### config.mk
export PLATFORM = sky130hd
export DESIGN_NAME = peripheral_bfm_master_generic_bb
export DESIGN_NICKNAME = d
export VERILOG_FILES = /design/src/rtl/peripheral_bb_verilog_pkg.sv /design/src/rtl/peripheral_bfm_master_generic_bb.sv
export SDC_FILE = /design/constraint.sdc
export NUM_CORES = 1
export LEC_CHECK = 0
export BUFFER_PORTS_ARGS = -buffer_cell sky130_fd_sc_hd__buf_2
export CORE_AREA = 2 2 122 124
export DETAILED_ROUTE_END_ITERATION = 8
export DIE_AREA = 0 0 124 126
export PLACE_DENSITY = 0.67
export SLEW_MARGIN = 10
export SYNTH_ARGS = -nofsm -noshare
export SYNTH_HDL_FRONTEND = slang
export SYNTH_SLANG_ARGS = --single-unit
### constraint.sdc
create_clock -name aclk -period 2.35 [get_ports aclk]
set_input_delay 0.1175 -clock aclk [delete_from_list [all_inputs] [get_ports aclk]]
set_output_delay 0.1175 -clock aclk [all_outputs]
set_load 0.05 [all_outputs]
### src/rtl/peripheral_bb_verilog_pkg.sv
// Shared AXI constants and the BFM master state type for the bb bench slice.
package peripheral_bb_verilog_pkg;

  localparam logic [1:0] AXI_RESPONSE_OKAY   = 2'b00;
  localparam logic [1:0] AXI_RESPONSE_EXOKAY = 2'b01;
  localparam logic [1:0] AXI_RESPONSE_SLVERR = 2'b10;
  localparam logic [1:0] AXI_RESPONSE_DECERR = 2'b11;

  localparam logic [1:0] AXI_BURST_INCR = 2'b01;
  localparam logic [2:0] AXI_SIZE_WORD  = 3'b010;

  typedef enum logic [2:0] {
    ST_IDLE  = 3'd0,
    ST_WRITE = 3'd1,
    ST_WRESP = 3'd2,
    ST_RADDR = 3'd3,
    ST_RDATA = 3'd4
  } bfm_master_state_t;

endpackage

### src/rtl/peripheral_bfm_master_generic_bb.sv
// AXI initiator BFM: one command at a time, single-beat writes or (len+1)-beat reads.
// Define PERIPHERAL_BFM_TIMEOUT_EN to abort any wait longer than TIMEOUT_CYCLES with resp 2'b11.
module peripheral_bfm_master_generic_bb
  import peripheral_bb_verilog_pkg::*;
#(
  parameter logic [3:0] AXI_ID         = 4'h0,
  parameter int         TIMEOUT_CYCLES = 256
) (
  input  logic        aclk,
  input  logic        aresetn,
  input  logic        cmd_valid,
  output logic        cmd_ready,
  input  logic        cmd_write,
  input  logic [31:0] cmd_addr,
  input  logic [3:0]  cmd_len,
  input  logic [31:0] cmd_wdata,
  input  logic [3:0]  cmd_wstrb,
  output logic        rsp_valid,
  output logic [31:0] rsp_data,
  output logic [1:0]  rsp_resp,
  output logic        rsp_last,
  output logic [3:0]  awid,
  output logic [31:0] awadr,
  output logic [3:0]  awlen,
  output logic [2:0]  awsize,
  output logic [1:0]  abburst,
  output logic [1:0]  awlock,
  output logic [3:0]  awcache,
  output logic [2:0]  awprot,
  output logic        awvalid,
  input  logic        awready,
  output logic [3:0]  wid,
  output logic [31:0] wrdata,
  output logic [3:0]  wstrb,
  output logic        wlast,
  output logic        wvalid,
  input  logic        wready,
  input  logic [3:0]  bid,
  input  logic [1:0]  bresp,
  input  logic        bvalid,
  output logic        bready,
  output logic [3:0]  arid,
  output logic [31:0] araddr,
  output logic [3:0]  arlen,
  output logic [2:0]  arsize,
  output logic [1:0]  arlock,
  output logic [3:0]  arcache,
  output logic [2:0]  arprot,
  output logic        arvalid,
  input  logic        arready,
  input  logic [3:0]  rid,
  input  logic [31:0] rdata,
  input  logic [1:0]  rresp,
  input  logic        rlast,
  input  logic        rvalid,
  output logic        rready,
  output logic [2:0]  dbg_state_o
);

  // Handshakes: a transfer happens on a rising aclk edge where valid and ready are both 1;
  // a valid, once raised, stays high with its payload frozen until that edge.

  bfm_master_state_t state_q, state_d;
  logic        cmd_ready_q, cmd_ready_d;
  logic        awvalid_q, awvalid_d;
  logic        wvalid_q, wvalid_d;
  logic        bready_q, bready_d;
  logic        arvalid_q, arvalid_d;
  logic        rready_q, rready_d;
  logic [31:0] addr_q, addr_d;
  logic [31:0] wdata_q, wdata_d;
  logic [3:0]  wstrb_q, wstrb_d;
  logic [3:0]  len_q, len_d;
  logic [3:0]  beat_q, beat_d;
  logic        rsp_valid_q, rsp_valid_d;
  logic [31:0] rsp_data_q, rsp_data_d;
  logic [1:0]  rsp_resp_q, rsp_resp_d;
  logic        rsp_last_q, rsp_last_d;
  logic        progress;

`ifdef PERIPHERAL_BFM_TIMEOUT_EN
  localparam logic [15:0] TIMEOUT_LAST = 16'(TIMEOUT_CYCLES - 1);
  logic [15:0] wait_q, wait_d;
`else
  logic [15:0] timeout_unused;
  assign timeout_unused = 16'(TIMEOUT_CYCLES);
`endif

  logic [7:0] id_unused;
  assign id_unused = {bid, rid};

  always_comb begin
    state_d     = state_q;
    cmd_ready_d = cmd_ready_q;
    awvalid_d   = awvalid_q;
    wvalid_d    = wvalid_q;
    bready_d    = bready_q;
    arvalid_d   = arvalid_q;
    rready_d    = rready_q;
    addr_d      = addr_q;
    wdata_d     = wdata_q;
    wstrb_d     = wstrb_q;
    len_d       = len_q;
    beat_d      = beat_q;
    rsp_valid_d = 1'b0;
    rsp_data_d  = 32'd0;
    rsp_resp_d  = AXI_RESPONSE_OKAY;
    rsp_last_d  = 1'b0;
    progress    = 1'b0;

    case (state_q)
      ST_IDLE: begin
        if (cmd_valid) begin
          addr_d      = cmd_addr;
          wdata_d     = cmd_wdata;
          wstrb_d     = cmd_wstrb;
          len_d       = cmd_len;
          beat_d      = 4'd0;
          cmd_ready_d = 1'b0;
          if (cmd_write) begin
            state_d   = ST_WRITE;
            awvalid_d = 1'b1;
            wvalid_d  = 1'b1;
          end else begin
            state_d   = ST_RADDR;
            arvalid_d = 1'b1;
          end
        end
      end
      ST_WRITE: begin
        if (awvalid_q && awready) begin
          awvalid_d = 1'b0;
          progress  = 1'b1;
        end
        if (wvalid_q && wready) begin
          wvalid_d = 1'b0;
          progress = 1'b1;
        end
        if ((!awvalid_q || awready) && (!wvalid_q || wready)) begin
          state_d  = ST_WRESP;
          bready_d = 1'b1;
        end
      end
      ST_WRESP: begin
        if (bvalid) begin
          progress    = 1'b1;
          rsp_valid_d = 1'b1;
          rsp_resp_d  = bresp;
          rsp_last_d  = 1'b1;
          bready_d    = 1'b0;
          cmd_ready_d = 1'b1;
          state_d     = ST_IDLE;
        end
      end
      ST_RADDR: begin
        if (arready) begin
          progress  = 1'b1;
          arvalid_d = 1'b0;
          rready_d  = 1'b1;
          beat_d    = 4'd0;
          state_d   = ST_RDATA;
        end
      end
      ST_RDATA: begin
        if (rvalid) begin
          progress    = 1'b1;
          rsp_valid_d = 1'b1;
          rsp_data_d  = rdata;
          rsp_resp_d  = rresp;
          beat_d      = beat_q + 4'd1;
          // An early rlast from the slave ends the command just like the final counted beat.
          if (rlast || (beat_q == len_q)) begin
            rsp_last_d  = 1'b1;
            rready_d    = 1'b0;
            cmd_ready_d = 1'b1;
            state_d     = ST_IDLE;
          end
        end
      end
      default: begin
        state_d     = ST_IDLE;
        cmd_ready_d = 1'b1;
      end
    endcase

`ifdef PERIPHERAL_BFM_TIMEOUT_EN
    wait_d = 16'd0;
    if (state_q != ST_IDLE && !progress) begin
      if (wait_q == TIMEOUT_LAST) begin
        awvalid_d   = 1'b0;
        wvalid_d    = 1'b0;
        bready_d    = 1'b0;
        arvalid_d   = 1'b0;
        rready_d    = 1'b0;
        rsp_valid_d = 1'b1;
        rsp_data_d  = 32'd0;
        rsp_resp_d  = AXI_RESPONSE_DECERR;
        rsp_last_d  = 1'b1;
        cmd_ready_d = 1'b1;
        state_d     = ST_IDLE;
      end else begin
        wait_d = wait_q + 16'd1;
      end
    end
`endif
  end

  always_ff @(posedge aclk) begin
    if (!aresetn) begin
      state_q     <= ST_IDLE;
      cmd_ready_q <= 1'b1;
      awvalid_q   <= 1'b0;
      wvalid_q    <= 1'b0;
      bready_q    <= 1'b0;
      arvalid_q   <= 1'b0;
      rready_q    <= 1'b0;
      addr_q      <= 32'd0;
      wdata_q     <= 32'd0;
      wstrb_q     <= 4'd0;
      len_q       <= 4'd0;
      beat_q      <= 4'd0;
      rsp_valid_q <= 1'b0;
      rsp_data_q  <= 32'd0;
      rsp_resp_q  <= 2'b00;
      rsp_last_q  <= 1'b0;
    end else begin
      state_q     <= state_d;
      cmd_ready_q <= cmd_ready_d;
      awvalid_q   <= awvalid_d;
      wvalid_q    <= wvalid_d;
      bready_q    <= bready_d;
      arvalid_q   <= arvalid_d;
      rready_q    <= rready_d;
      addr_q      <= addr_d;
      wdata_q     <= wdata_d;
      wstrb_q     <= wstrb_d;
      len_q       <= len_d;
      beat_q      <= beat_d;
      rsp_valid_q <= rsp_valid_d;
      rsp_data_q  <= rsp_data_d;
      rsp_resp_q  <= rsp_resp_d;
      rsp_last_q  <= rsp_last_d;
    end
  end

`ifdef PERIPHERAL_BFM_TIMEOUT_EN
  always_ff @(posedge aclk) begin
    if (!aresetn) wait_q <= 16'd0;
    else          wait_q <= wait_d;
  end
`endif

  assign cmd_ready   = cmd_ready_q;
  assign rsp_valid   = rsp_valid_q;
  assign rsp_data    = rsp_data_q;
  assign rsp_resp    = rsp_resp_q;
  assign rsp_last    = rsp_last_q;
  assign dbg_state_o = state_q;

  assign awid    = AXI_ID;
  assign awadr   = addr_q;
  assign awlen   = 4'd0;
  assign awsize  = AXI_SIZE_WORD;
  assign abburst = AXI_BURST_INCR;
  assign awlock  = 2'b00;
  assign awcache = 4'd0;
  assign awprot  = 3'd0;
  assign awvalid = awvalid_q;

  assign wid    = AXI_ID;
  assign wrdata = wdata_q;
  assign wstrb  = wstrb_q;
  assign wlast  = 1'b1;
  assign wvalid = wvalid_q;
  assign bready = bready_q;

  assign arid    = AXI_ID;
  assign araddr  = addr_q;
  assign arlen   = len_q;
  assign arsize  = AXI_SIZE_WORD;
  assign arlock  = 2'b00;
  assign arcache = 4'd0;
  assign arprot  = 3'd0;
  assign arvalid = arvalid_q;
  assign rready  = rready_q;

endmodule

# Yosys cells after proc, flatten, opt, wreduce, memory -nomap -nowiden
# Cells that the tools add are included.
# op_classes
n_mux	43
addsub	1
n_eq_ne	15
n_bitwise	1
n_reduce_logical	25
# ops
cell	count
$mux W1	20
$ne A2 B2 Y1 const B	10
$reduce_and A4 Y1	5
$mux W3	6
$pmux W3 S5	1
$pmux W1 S2	7
$mux W4	3
$pmux W4 S3	1
$reduce_bool A2 Y1	4
$eq A3 B2 Y1 const B	2
$mux W2	3
$reduce_and A3 Y1	2
$reduce_and A6 Y1	1
$reduce_and A5 Y1	1
$add A4 B1 Y4 const B	1
$eq A4 B4 Y1	1
$pmux W1 S4	1
$pmux W2 S2	1
$eq A3 B1 Y1 const B	1
$eq A3 B3 Y1 const B	1
$logic_and A1 B1 Y1	3
$logic_not A3 Y1	1
$logic_or A1 B1 Y1	3
$reduce_bool A3 Y1	1
other kinds (4)	5
# totals
output_inout_bits	192
register_bits	121
inputBits	126

# Depth between registers and ports, before layout
# Gate-level depths: netlist of run 1.
# logic_depth
ltp_word	5
depth_mapped	7

# Worst setup path before layout of run 1
# No wires, ideal clock.
# synth_path
path_kind	reg2reg
start	register state_q[1], in the netlist dbg_state_o[1]
end	register len_q[0], in the netlist arlen[0]
stages_incl_launch_ff	8
t_required_ns	2.218
synth_period_minus_slack_ns	1.795
setup_time_ns	0.132
arrival_ns	1.663
path_buffers	4
slack_ns	0.555
path_cell_list	dfxtp_1 -> buf_2 -> or4b_1 -> buf_2 -> buf_6 -> buf_6 -> nand2_1 -> a21oi_1
# synth_between
elab_chain_cells	2
# synth_lines
element	line_no	text
start: declaration	peripheral_bfm_master_generic_bb.sv:63	bfm_master_state_t state_q, state_d;
start signal: assignment	peripheral_bfm_master_generic_bb.sv:227	state_q <= state_d;
$logic_not A3 Y1	peripheral_bfm_master_generic_bb.sv:111	case (state_q)
$reduce_and A2 Y1 (no line)	--	
end signal: assignment	peripheral_bfm_master_generic_bb.sv:237	len_q <= len_d;
end: declaration	peripheral_bfm_master_generic_bb.sv:73	logic [3:0] len_q, len_d;
# No other way between the ends.
# A chain may end at the register's enable or synchronous reset.

# Worst setup path in the final report of run 1
# layout_path
start	register state_q[1], in the netlist dbg_state_o[1]
end	register rsp_resp_q[1], in the netlist rsp_resp[1]
# layout_between
elab_chain_cells	2
elab_cells_between_ends	3
cone_classes	eq/ne (2); mux (1)
# layout_lines
element	line_no	text
$eq A3 B3 Y1 or $eq A3 B2 Y1 (tied branches)	peripheral_bfm_master_generic_bb.sv:111	
$pmux W2 S2 *	peripheral_bfm_master_generic_bb.sv:111	
end signal: assignment	peripheral_bfm_master_generic_bb.sv:241	rsp_resp_q <= rsp_resp_d;
end: declaration	peripheral_bfm_master_generic_bb.sv:77	logic [1:0] rsp_resp_q, rsp_resp_d;
# Every way passes the cells marked *; elsewhere a longest branch is shown, timed or not.

==> flow_summary.html, run 1 <==
<table>
<tr><th>Metric</th><th>Value</th></tr>
<tr><th colspan="2">Floorplanning</th></tr>
<tr><td>Core region area</td><td>14,300 sq um</td></tr>
<tr><td>Overall die width</td><td>between 100 and 150 microns</td></tr>
<tr><td>Number of top-level pins</td><td>318</td></tr>
<tr><td>DIE AREA</td><td>around 16,000 sq um</td></tr>
<tr><td>DIE HEIGHT</td><td>126 microns</td></tr>
<tr><td>Row count</td><td>44</td></tr>
<tr><td>Initial Util</td><td>33.8%</td></tr>
<tr><th colspan="2">Yosys</th></tr>
<tr><td>Compound-gate portion of the synthesized area</td><td>approximately 11%</td></tr>
<tr><td>Warnings, synthesis</td><td>0</td></tr>
<tr><td>Synth unique cells</td><td>45</td></tr>
<tr><td>Post-synthesis sequential area ratio</td><td>50.1%</td></tr>
<tr><td>Number of cells produced by synthesis</td><td>about 560</td></tr>
<tr><td>Summed instance area of the synthesized netlist</td><td>4840 sq um</td></tr>
<tr><td>Post-synthesis adder-cell area fraction</td><td>0.259%</td></tr>
<tr><td>Synth Area in Simple Gates</td><td>21.4%</td></tr>
<tr><td>Synthesized-area fraction occupied by xor and xnor cells</td><td>less than 1%</td></tr>
<tr><td>Most used DFF post-synth</td><td>dfxtp_1</td></tr>
<tr><td>Post-synthesis async set-or-reset flop share</td><td>0%</td></tr>
<tr><td>Main combinational cell family by area after synthesis</td><td>simple AND/OR/NAND/NOR gates</td></tr>
<tr><td>Synth Register Bits</td><td>roughly 120</td></tr>
<tr><td>Post-synth EDFFs</td><td>0</td></tr>
<tr><td>Multiplexer share of the synthesized area</td><td>0.414%</td></tr>
<tr><td>Avg Cell Area, Syn</td><td>about 8.6 sq um</td></tr>
<tr><th colspan="2">Setup path</th></tr>
<tr><td>Data arrival, critical path</td><td>2.21 ns</td></tr>
<tr><td>Biggest fanout along the worst timing path</td><td>15</td></tr>
<tr><td>Gate family responsible for the most delay along the worst path</td><td>buffers and inverters</td></tr>
<tr><td>Endpoint of the worst-slack reg-to-reg timing path</td><td>rsp_resp[1]$_SDFF_PN0_</td></tr>
<tr><td>CP Data Required Time</td><td>2.66 ns</td></tr>
<tr><td>Number of logic stages on the critical path including buffering</td><td>5</td></tr>
<tr><td>Critical path capture point type</td><td>register</td></tr>
<tr><td>Worst reg2reg path startpoint</td><td>dbg_state_o[1]$_SDFFE_PN0P_</td></tr>
<tr><td>Cell Chain, Critical Path</td><td>buf_4 &gt; and4bb_2 &gt; a22oi_1 &gt; dlygate4sd3_1 &gt; nor2_1</td></tr>
<tr><td>Library cell contributing the largest single delay on the critical path</td><td>dlygate4sd3_1</td></tr>
<tr><td>Crit path to</td><td>rsp_resp[1]$_SDFF_PN0_</td></tr>
<tr><td>Largest stage delay, worst path</td><td>~0.57 ns</td></tr>
<tr><td>Bufs and invs on worst path</td><td>2</td></tr>
<tr><td>Startpoint class of the critical path</td><td>register</td></tr>
<tr><td>First element of the critical path</td><td>dbg_state_o[1]$_SDFFE_PN0P_</td></tr>
<tr><td>Number of cell instances on the worst register-to-register path</td><td>5</td></tr>
<tr><td>Critical setup path kind</td><td>register to register</td></tr>
<tr><td>R2r setup slk</td><td>~0.45 ns</td></tr>
<tr><th colspan="2">STA</th></tr>
<tr><td>Worst max-slew margin expressed relative to the limit</td><td>41.9%</td></tr>
<tr><td>Setup clock skew after layout</td><td>~0.0070 ns</td></tr>
<tr><td>RSZ-0062 raised after global routing</td><td>false</td></tr>
<tr><td>Final hold violations</td><td>0</td></tr>
<tr><td>Slew at the pin closest to its max-slew limit</td><td>slightly below 0.9 ns</td></tr>
<tr><td>Maximum clock frequency</td><td>526 MHz</td></tr>
<tr><td>Final Critical Period</td><td>~1.9 ns</td></tr>
<tr><td>Max-slew violation count</td><td>0</td></tr>
<tr><td>Number of setup violations in the final report</td><td>0</td></tr>
<tr><td>Ratio of final minimum period to clock period</td><td>roughly four fifths</td></tr>
<tr><td>Final setup TNS</td><td>0 ns</td></tr>
<tr><th colspan="2">Finish</th></tr>
<tr><td>Fraction of final layout cells with drive strength greater than 1</td><td>34.7%</td></tr>
<tr><td>Number of nets in the finished design</td><td>around 1,000</td></tr>
<tr><td>Filler Cell Count</td><td>1,292</td></tr>
<tr><td>Layout-stage area growth over the synthesis result</td><td>57.5%</td></tr>
<tr><td>Fraction of the core area covered by cells at the end of the flow</td><td>53.2%</td></tr>
<tr><th colspan="2">Pwr</th></tr>
<tr><td>Portion of total power attributed to sequential cells</td><td>35.2%</td></tr>
<tr><td>Net Sw Frac</td><td>35.7%</td></tr>
<tr><td>Leakage power of the design</td><td>0.00383 uW</td></tr>
<tr><td>Pwr per Cell Area</td><td>around 850 nW/um^2</td></tr>
<tr><td>Share of total power in the clock network</td><td>39.1%</td></tr>
<tr><td>Max rail drop VDD</td><td>just under 0.5 mV</td></tr>
<tr><td>Int Power</td><td>4160 uW</td></tr>
<tr><td>Switching component of the power</td><td>2300 uW</td></tr>
<tr><td>Overall power consumption</td><td>6460 uW</td></tr>
<tr><td>Part of the power in combinational logic</td><td>roughly a quarter</td></tr>
<tr><th colspan="2">Route</th></tr>
<tr><td>Detailed-route wire length per cell</td><td>13.4 microns</td></tr>
<tr><td>Avg Vias per Cell</td><td>4.45</td></tr>
<tr><td>Antenna Nets Post-Route</td><td>0</td></tr>
<tr><td>Via count of the routed design</td><td>4,872</td></tr>
<tr><td>Total Routed Length</td><td>between 10 and 15 mm</td></tr>
<tr><td># DRC</td><td>0</td></tr>
<tr><td>Number of iterations in the first detailed-routing pass</td><td>4</td></tr>
<tr><td>Starting DRC count in detailed routing</td><td>167</td></tr>
<tr><th colspan="2">Clock tree</th></tr>
<tr><td>Number of buffers inserted during clock tree synthesis</td><td>17</td></tr>
<tr><td>Library cell used as clock root buffer</td><td>clkbuf_16</td></tr>
<tr><td>Max Buffers Root-to-Sink</td><td>2</td></tr>
<tr><td>Insertion delay to the later sink of the worst-skew pair</td><td>0.41 ns</td></tr>
<tr><td>Clock transition time at the flip-flop clock pins of the worst setup and hold paths</td><td>0.06 ns</td></tr>
<tr><td># H-tree levels</td><td>4</td></tr>
<tr><td>Sinks on Clock Net</td><td>121</td></tr>
<tr><td>TritonCTS clock tree</td><td>built</td></tr>
<tr><td>Post-CTS resize count</td><td>0</td></tr>
<tr><td>Postcts setup bufs</td><td>0</td></tr>
<tr><th colspan="2">Min path</th></tr>
<tr><td>Count of cells along the worst hold path</td><td>3</td></tr>
<tr><td>Classification of the worst-slack hold path</td><td>input port to register</td></tr>
<tr><th colspan="2">Global routing</th></tr>
<tr><td>First-pass GRT wire length</td><td>roughly 23 mm</td></tr>
<tr><td>Global route total overflow</td><td>0</td></tr>
<tr><td>Via count of the first global-routing pass</td><td>4,678</td></tr>
<tr><td>Largest net degree at the start of global routing</td><td>78</td></tr>
<tr><td>Initial antenna violation count</td><td>0</td></tr>
<tr><td>Total GRT Usage</td><td>18.5%</td></tr>
<tr><th colspan="2">Placed design</th></tr>
<tr><td>Detailed Place HPWL</td><td>8.99 mm</td></tr>
<tr><td>RD Place Congestion</td><td>a little under 0.8</td></tr>
<tr><td>Total of buffers placed on input and output ports</td><td>266</td></tr>
<tr><th colspan="2">Job</th></tr>
<tr><td>Max-capacitance violation count</td><td>0</td></tr>
<tr><th colspan="2">Status</th></tr>
<tr><td>Result of the run</td><td>complete, no violations</td></tr>
</table>
## synth_stat cells (2+ instances only)
library cell | instances | area, sq um
a211oi_1 | 2 | 15.0
a21oi_1 | 78 | 390
a22oi_1 | 3 | 22.5
and3_1 | 32 | 200
and4b_1 | 2 | 20.0
and4bb_2 | 2 | 25.0
buf_2 | 11 | 55.1
buf_4 | 75 | 563
buf_6 | 4 | 45.0
clkbuf_1 | 22 | 82.6
conb_1 | 2 | 7.51
dfxtp_1 | 121 | 2420
mux2i_1 | 2 | 20.0
nand2_1 | 151 | 567
nand2b_1 | 3 | 18.8
nand3_1 | 3 | 15.0
nand4_1 | 2 | 12.5
nor2_1 | 6 | 22.5
nor2b_1 | 7 | 43.8
o21a_1 | 3 | 22.5
o21ai_0 | 4 | 20.0
or4_1 | 2 | 15.0
xnor2_1 | 5 | 43.8
## worst min-delay path by stage
stage / from / endpoint / slack (ns)
CTS: rlast / rsp_last$_SDFF_PN0_ / 0.02
finish: rlast / rsp_last$_SDFF_PN0_ / 0.04
global route: rlast / rsp_last$_SDFF_PN0_ / 0.05
global placement: wready / wvalid$_SDFFE_PN0P_ / 0.33
floorplan: awready / awvalid$_SDFFE_PN0P_ / 0.21
detailed placement: wready / wvalid$_SDFFE_PN0P_ / 0.33
## power by group through the flow
| stage | Clock, uW | Sequential, uW | Combinational, uW |
|---|---|---|---|
| 2_1_floorplan | 0 | 2750 | 815 |
| 6_report | 2520 | 2270 | 1660 |
| 3_5_place_dp | 0 | 2310 | 1510 |
| 4_1_cts | 2580 | 2270 | 1650 |
| 3_3_place_gp | 0 | 2310 | 1500 |
| 5_1_grt | 2690 | 2290 | 1760 |
## sequential cells by signal, indices dropped and copies added (netlist names), 2 cells and up
register,count
araddr,32
arlen,4
beat_q,4
dbg_state_o,3
rsp_data,32
rsp_resp,2
wrdata,32
wstrb,4
## cell type report
type | count | area [sq um] | share of cell area, %
antenna | 1 | 2.50 | 0.0328
clock buffer | 18 | 439 | 5.76
clock inverter | 14 | 138 | 1.81
inverter | 1 | 3.75 | 0.0493
multi-input combinational | 370 | 1840 | 24.2
sequential | 121 | 2420 | 31.8
tap | 184 | 230 | 3.02
timing repair buffer | 387 | 2540 | 33.3
## placed cells by master, fill, tap and decap left out, types with 4 or more instances in the layout
| master | instances |
|---|---|
| buf_2 | 266 |
| nand2_1 | 151 |
| dfxtp_1 | 121 |
| dlygate4sd3_1 | 110 |
| a21oi_1 | 78 |
| conb_1 | 43 |
| and3_1 | 32 |
| clkbuf_16 | 17 |
| buf_4 | 9 |
| nor2b_1 | 7 |
| nor2_1 | 6 |
| inv_6 | 6 |
| xnor2_1 | 5 |
| o21ai_0 | 4 |
| clkinv_4 | 4 |
## per-stage QoR
stage	cell area [sq um]	setup WS, ns	std cells	hold WS [ns]
6_report	7620	0.450	1096	0.0363
5_1_grt	7620	0.312	1095	0.0461
4_1_cts	7620	0.479	1095	0.0164
3_5_place_dp	5940	0.529	953	0.330
3_3_place_gp	5940	0.500	953	0.328
2_1_floorplan	4990	0.555	605	0.214
## what timing repair did
item                       4_1_cts  5_1_grt
hold buffers                   110        0
hold endpoints to repair       108        0
setup endpoints to repair        0        0
## worst min-delay path: cells and delay by family
family          cells  cell delay [ns]
compound gates      1             0.08
buf+inv             1             0.12
simple gates        1             0.09
## kinds of logic (layout without fill, tap and decap cells)
kind of cell    after synthesis  in the layout
compound gates               99             99
xor+xnor                      5              5
fa+ha+maj                     1              1
buf+inv                     114            420
flops                       121            121
mux                           2              2
other cells                   2             44
simple gates                220            220
## metal layers
layer	part of all wire, %	up-vias	GRT usage, %
met5	0	-	0
met4	2.5	0	7.73
met3	8.2	31	6.20
met2	50	224	32.4
met1	39	2200	20.0
li1	-	2417	-
(Power assumes the default switching activity.)
==> run 2, diff against run 1 <==
--- a/config.mk
+++ b/config.mk
@@ -6,10 +6,10 @@
 export NUM_CORES = 1
 export LEC_CHECK = 0
 export BUFFER_PORTS_ARGS = -buffer_cell sky130_fd_sc_hd__buf_2
-export CORE_AREA = 2 2 122 124
+export CORE_AREA = 2 2 123 125
 export DETAILED_ROUTE_END_ITERATION = 8
-export DIE_AREA = 0 0 124 126
-export PLACE_DENSITY = 0.67
+export DIE_AREA = 0 0 125 127
+export PLACE_DENSITY = 0.68
 export SLEW_MARGIN = 10
 export SYNTH_ARGS = -nofsm -noshare
 export SYNTH_HDL_FRONTEND = slang
==> constraint.sdc (replaced) <==
create_clock -name aclk -period 1.7 [get_ports aclk]
set_input_delay 0.085 -clock aclk [delete_from_list [all_inputs] [get_ports aclk]]
set_output_delay 0.085 -clock aclk [all_outputs]
set_load 0.05 [all_outputs]
==> run 2 against run 1 <==
  * Final cell count increased by 0.46%
  * Hold slack improved by 0.019 ns
  * Critical path depth decreased by 1
  * Sequential power increased by 38%
  * Largest cell class unchanged
==> flow_summary.html, run 2 (synthesized netlist as in run 1, its figures left out) <==
<table>
<tr><th>Metric</th><th>Value</th></tr>
<tr><th colspan="2">Finish</th></tr>
<tr><td>Area of combinational cells with multiple inputs</td><td>1840 sq um (-0.20%)</td></tr>
<tr><td>Most common cell after layout, fill and taps aside</td><td>buf_2</td></tr>
<tr><td>Layout-stage area growth over the synthesis result</td><td>60.4%</td></tr>
<tr><td>Number of nets in the finished design</td><td>1,031 (+0.59%)</td></tr>
<tr><td>Top library cells by usage in the layout, fill and taps aside</td><td>buf_2, nand2_1, dfxtp_1</td></tr>
<tr><td>Sequential cell area</td><td>2430 sq um (+0.16%)</td></tr>
<tr><td>Total inserted antenna cells</td><td>0 (-1)</td></tr>
<tr><td>Fraction of final layout cells with drive strength greater than 1</td><td>35.1% (+0.43 points)</td></tr>
<tr><td>Filler Cell Count</td><td>1,262 (-2.3%)</td></tr>
<tr><th colspan="2">Clock tree</th></tr>
<tr><td>Clock transition time at the flip-flop clock pins of the worst setup and hold paths</td><td>0.06 ns (about the same)</td></tr>
<tr><td>Insertion delay to the later sink of the worst-skew pair</td><td>0.41 ns (about the same)</td></tr>
<tr><td>Max Buffers Root-to-Sink</td><td>2 (unchanged)</td></tr>
<tr><td>Library cell used as clock root buffer</td><td>clkbuf_16</td></tr>
<tr><td># H-tree levels</td><td>4 (unchanged)</td></tr>
<tr><td>TritonCTS clock tree</td><td>built</td></tr>
<tr><td>Number of buffers inserted during clock tree synthesis</td><td>17 (unchanged)</td></tr>
<tr><td>Sinks on Clock Net</td><td>121 (unchanged)</td></tr>
<tr><th colspan="2">Placed design</th></tr>
<tr><td>Total of buffers placed on input and output ports</td><td>266 (unchanged)</td></tr>
<tr><td>Detailed Place HPWL</td><td>9.20 mm (+2.4%)</td></tr>
<tr><td>RD Place Congestion</td><td>0.755 (-3.3%)</td></tr>
<tr><td>Worst slack at placement</td><td>0.0891 ns (-0.440 ns)</td></tr>
<tr><th colspan="2">Global routing</th></tr>
<tr><td>First-pass GRT wire length</td><td>23.5 mm (+3.9%)</td></tr>
<tr><td>Global route total overflow</td><td>0 (unchanged)</td></tr>
<tr><td>Largest net degree at the start of global routing</td><td>54 (-31%)</td></tr>
<tr><td>Initial antenna violation count</td><td>0 (unchanged)</td></tr>
<tr><td>Total GRT Usage</td><td>18.1% (-0.34 points)</td></tr>
<tr><td>Via count of the first global-routing pass</td><td>4,755 (+1.6%)</td></tr>
<tr><th colspan="2">Floorplanning</th></tr>
<tr><td>DIE AREA</td><td>15,900 sq um (+1.6%)</td></tr>
<tr><td>Overall die width</td><td>125 microns (+0.81%)</td></tr>
<tr><td>Number of top-level pins</td><td>318 (unchanged)</td></tr>
<tr><td>Core region area</td><td>14,400 sq um (+0.77%)</td></tr>
<tr><td>Row count</td><td>44 (unchanged)</td></tr>
<tr><td>DIE HEIGHT</td><td>127 microns (+0.79%)</td></tr>
<tr><td>Initial Util</td><td>33.5% (-0.26 points)</td></tr>
<tr><th colspan="2">Route</th></tr>
<tr><td>Starting DRC count in detailed routing</td><td>204 (+22%)</td></tr>
<tr><td>Antenna Nets Post-Route</td><td>0 (unchanged)</td></tr>
<tr><td>Number of iterations in the first detailed-routing pass</td><td>4 (unchanged)</td></tr>
<tr><td># DRC</td><td>0 (unchanged)</td></tr>
<tr><td>Avg Vias per Cell</td><td>4.43 (-0.39%)</td></tr>
<tr><td>Total Routed Length</td><td>15.0 mm (+1.7%)</td></tr>
<tr><td>Via count of the routed design</td><td>4,875 (+0.062%)</td></tr>
<tr><td>Detailed-route wire length per cell</td><td>13.6 microns (+1.2%)</td></tr>
<tr><th colspan="2">STA</th></tr>
<tr><td>Setup clock skew after layout</td><td>0.00618 ns (-0.000819 ns)</td></tr>
<tr><td>RSZ-0062 raised after global routing</td><td>false</td></tr>
<tr><td>Setup ws final</td><td>0.0767 ns (-0.374 ns)</td></tr>
<tr><td>Number of setup violations in the final report</td><td>0 (unchanged)</td></tr>
<tr><td>Final hold violations</td><td>0 (unchanged)</td></tr>
<tr><td>Ratio of final minimum period to clock period</td><td>95.5% (+15 points)</td></tr>
<tr><td>Max-slew violation count</td><td>0 (unchanged)</td></tr>
<tr><td>Maximum clock frequency</td><td>616 MHz (+17%)</td></tr>
<tr><td>Final Critical Period</td><td>1.62 ns (-0.276 ns)</td></tr>
<tr><td>Final setup TNS</td><td>0 ns (unchanged)</td></tr>
<tr><th colspan="2">Pwr</th></tr>
<tr><td>Pwr per Cell Area</td><td>1190 nW/um^2 (+40%)</td></tr>
<tr><td>Leakage power of the design</td><td>0.00390 uW (+1.7%)</td></tr>
<tr><td>Overall power consumption</td><td>9220 uW (+43%)</td></tr>
<tr><td>Max rail drop VDD</td><td>0.896 mV (+85%)</td></tr>
<tr><th colspan="2">Setup path</th></tr>
<tr><td>Library cell contributing the largest single delay on the critical path</td><td>or4b_2</td></tr>
<tr><td>Cell Chain, Critical Path</td><td>or4b_2 &gt; buf_12 &gt; nand3_2 &gt; mux2i_1</td></tr>
<tr><td>CP Data Required Time</td><td>2.04 ns (-0.62 ns)</td></tr>
<tr><td>Startpoint class of the critical path</td><td>register</td></tr>
<tr><td>Critical setup path kind</td><td>register to register</td></tr>
<tr><td>Biggest fanout along the worst timing path</td><td>28 (+13)</td></tr>
<tr><td>Gate family responsible for the most delay along the worst path</td><td>simple AND/OR/NAND/NOR gates</td></tr>
<tr><td>Largest stage delay, worst path</td><td>0.75 ns (+0.18 ns)</td></tr>
<tr><td>Critical path capture point type</td><td>register</td></tr>
<tr><td>First element of the critical path</td><td>dbg_state_o[2]$_SDFFE_PN0P_</td></tr>
<tr><td>Worst reg2reg path startpoint</td><td>dbg_state_o[2]$_SDFFE_PN0P_</td></tr>
<tr><td>Data arrival, critical path</td><td>1.96 ns (-0.25 ns)</td></tr>
<tr><td>Bufs and invs on worst path</td><td>1 (-1)</td></tr>
<tr><th colspan="2">Status</th></tr>
<tr><td>Result of the run</td><td>complete, no violations</td></tr>
<tr><th colspan="2">Min path</th></tr>
<tr><td>Hold Startpoint</td><td>cmd_write</td></tr>
<tr><td>Classification of the worst-slack hold path</td><td>input port to register</td></tr>
<tr><th colspan="2">Job</th></tr>
<tr><td>Max-capacitance violation count</td><td>0 (unchanged)</td></tr>
</table>
## run 2: cell count changes in the layout (fill, tap and decap cells not counted), sizes merged
cell / before / now
inv: 7 / 6
diode: 1 / 0
bufinv: 1 / 3
clkbuf: 18 / 17
dlygate4sd3: 110 / 113
buf: 277 / 280
## run 2: through the flow
stage / std cells / util, % / cell area (sq um) / hold slack [ns]
6_report: 1101 / 53.8 / 7760 / 0.0551
2_1_floorplan: 605 / - / 5000 / 0.182
3_3_place_gp: 956 / 41.7 / 6010 / 0.290
4_1_cts: 1101 / 53.8 / 7760 / 0.0382
3_5_place_dp: 956 / 41.7 / 6010 / 0.291
5_1_grt: 1101 / 53.8 / 7760 / 0.0558
## run 2: worst paths after layout
kind / endpoint / slack (ns) / depth (start not counted)
hold reg to reg: wrdata[3]$_SDFFE_PN0P_ / 0.45 / 2
setup / recovery: beat_q[1]$_SDFFE_PN0P_ / 0.08 / 4
hold / removal: awvalid$_SDFFE_PN0P_ / 0.06 / 3
setup reg to reg: beat_q[1]$_SDFFE_PN0P_ / 0.08 / 4
## run 2: what timing repair did
| item | 4_1_cts | 5_1_grt |
|---|---|---|
| hold endpoints to repair | 111 | 0 |
| hold buffers | 113 | 0 |
| buffers inserted | 0 | 0 |
| gates resized for setup | 0 | 0 |
## run 2: layout make-up
class	count	area share, %
multi-input combinational	370	23.7
inverter	1	0.0484
tap	184	2.97
clock inverter	15	2.47
timing repair buffer	393	34.1
sequential	121	31.3
clock buffer	17	5.48
## run 2: worst register-to-register path: cells and delay by family, from the launching register on
kind / cells / cell delay [ns]
and+or+nand+nor: 2 / 0.85
DFF: 1 / 0.32
buffers and inverters: 1 / 0.21
muxes: 1 / 0.18
## run 2: routing by layer
| layer | global-route usage [%] | vias up | wire length, microns |
|---|---|---|---|
| li1 | - | 2420 | - |
| met5 | 0 | - | 0 |
| met3 | 4.40 | 18 | 865 |
| met2 | 33.2 | 186 | 7730 |
| met4 | 5.95 | 0 | 231 |
| met1 | 20.8 | 2251 | 6140 |
## run 2: power breakdown
group	switching, uW	total [uW]	internal [uW]
clock network	1400	3740	2340
logic	1670	2350	682
registers	110	3130	3020
total	3180	9220	6040
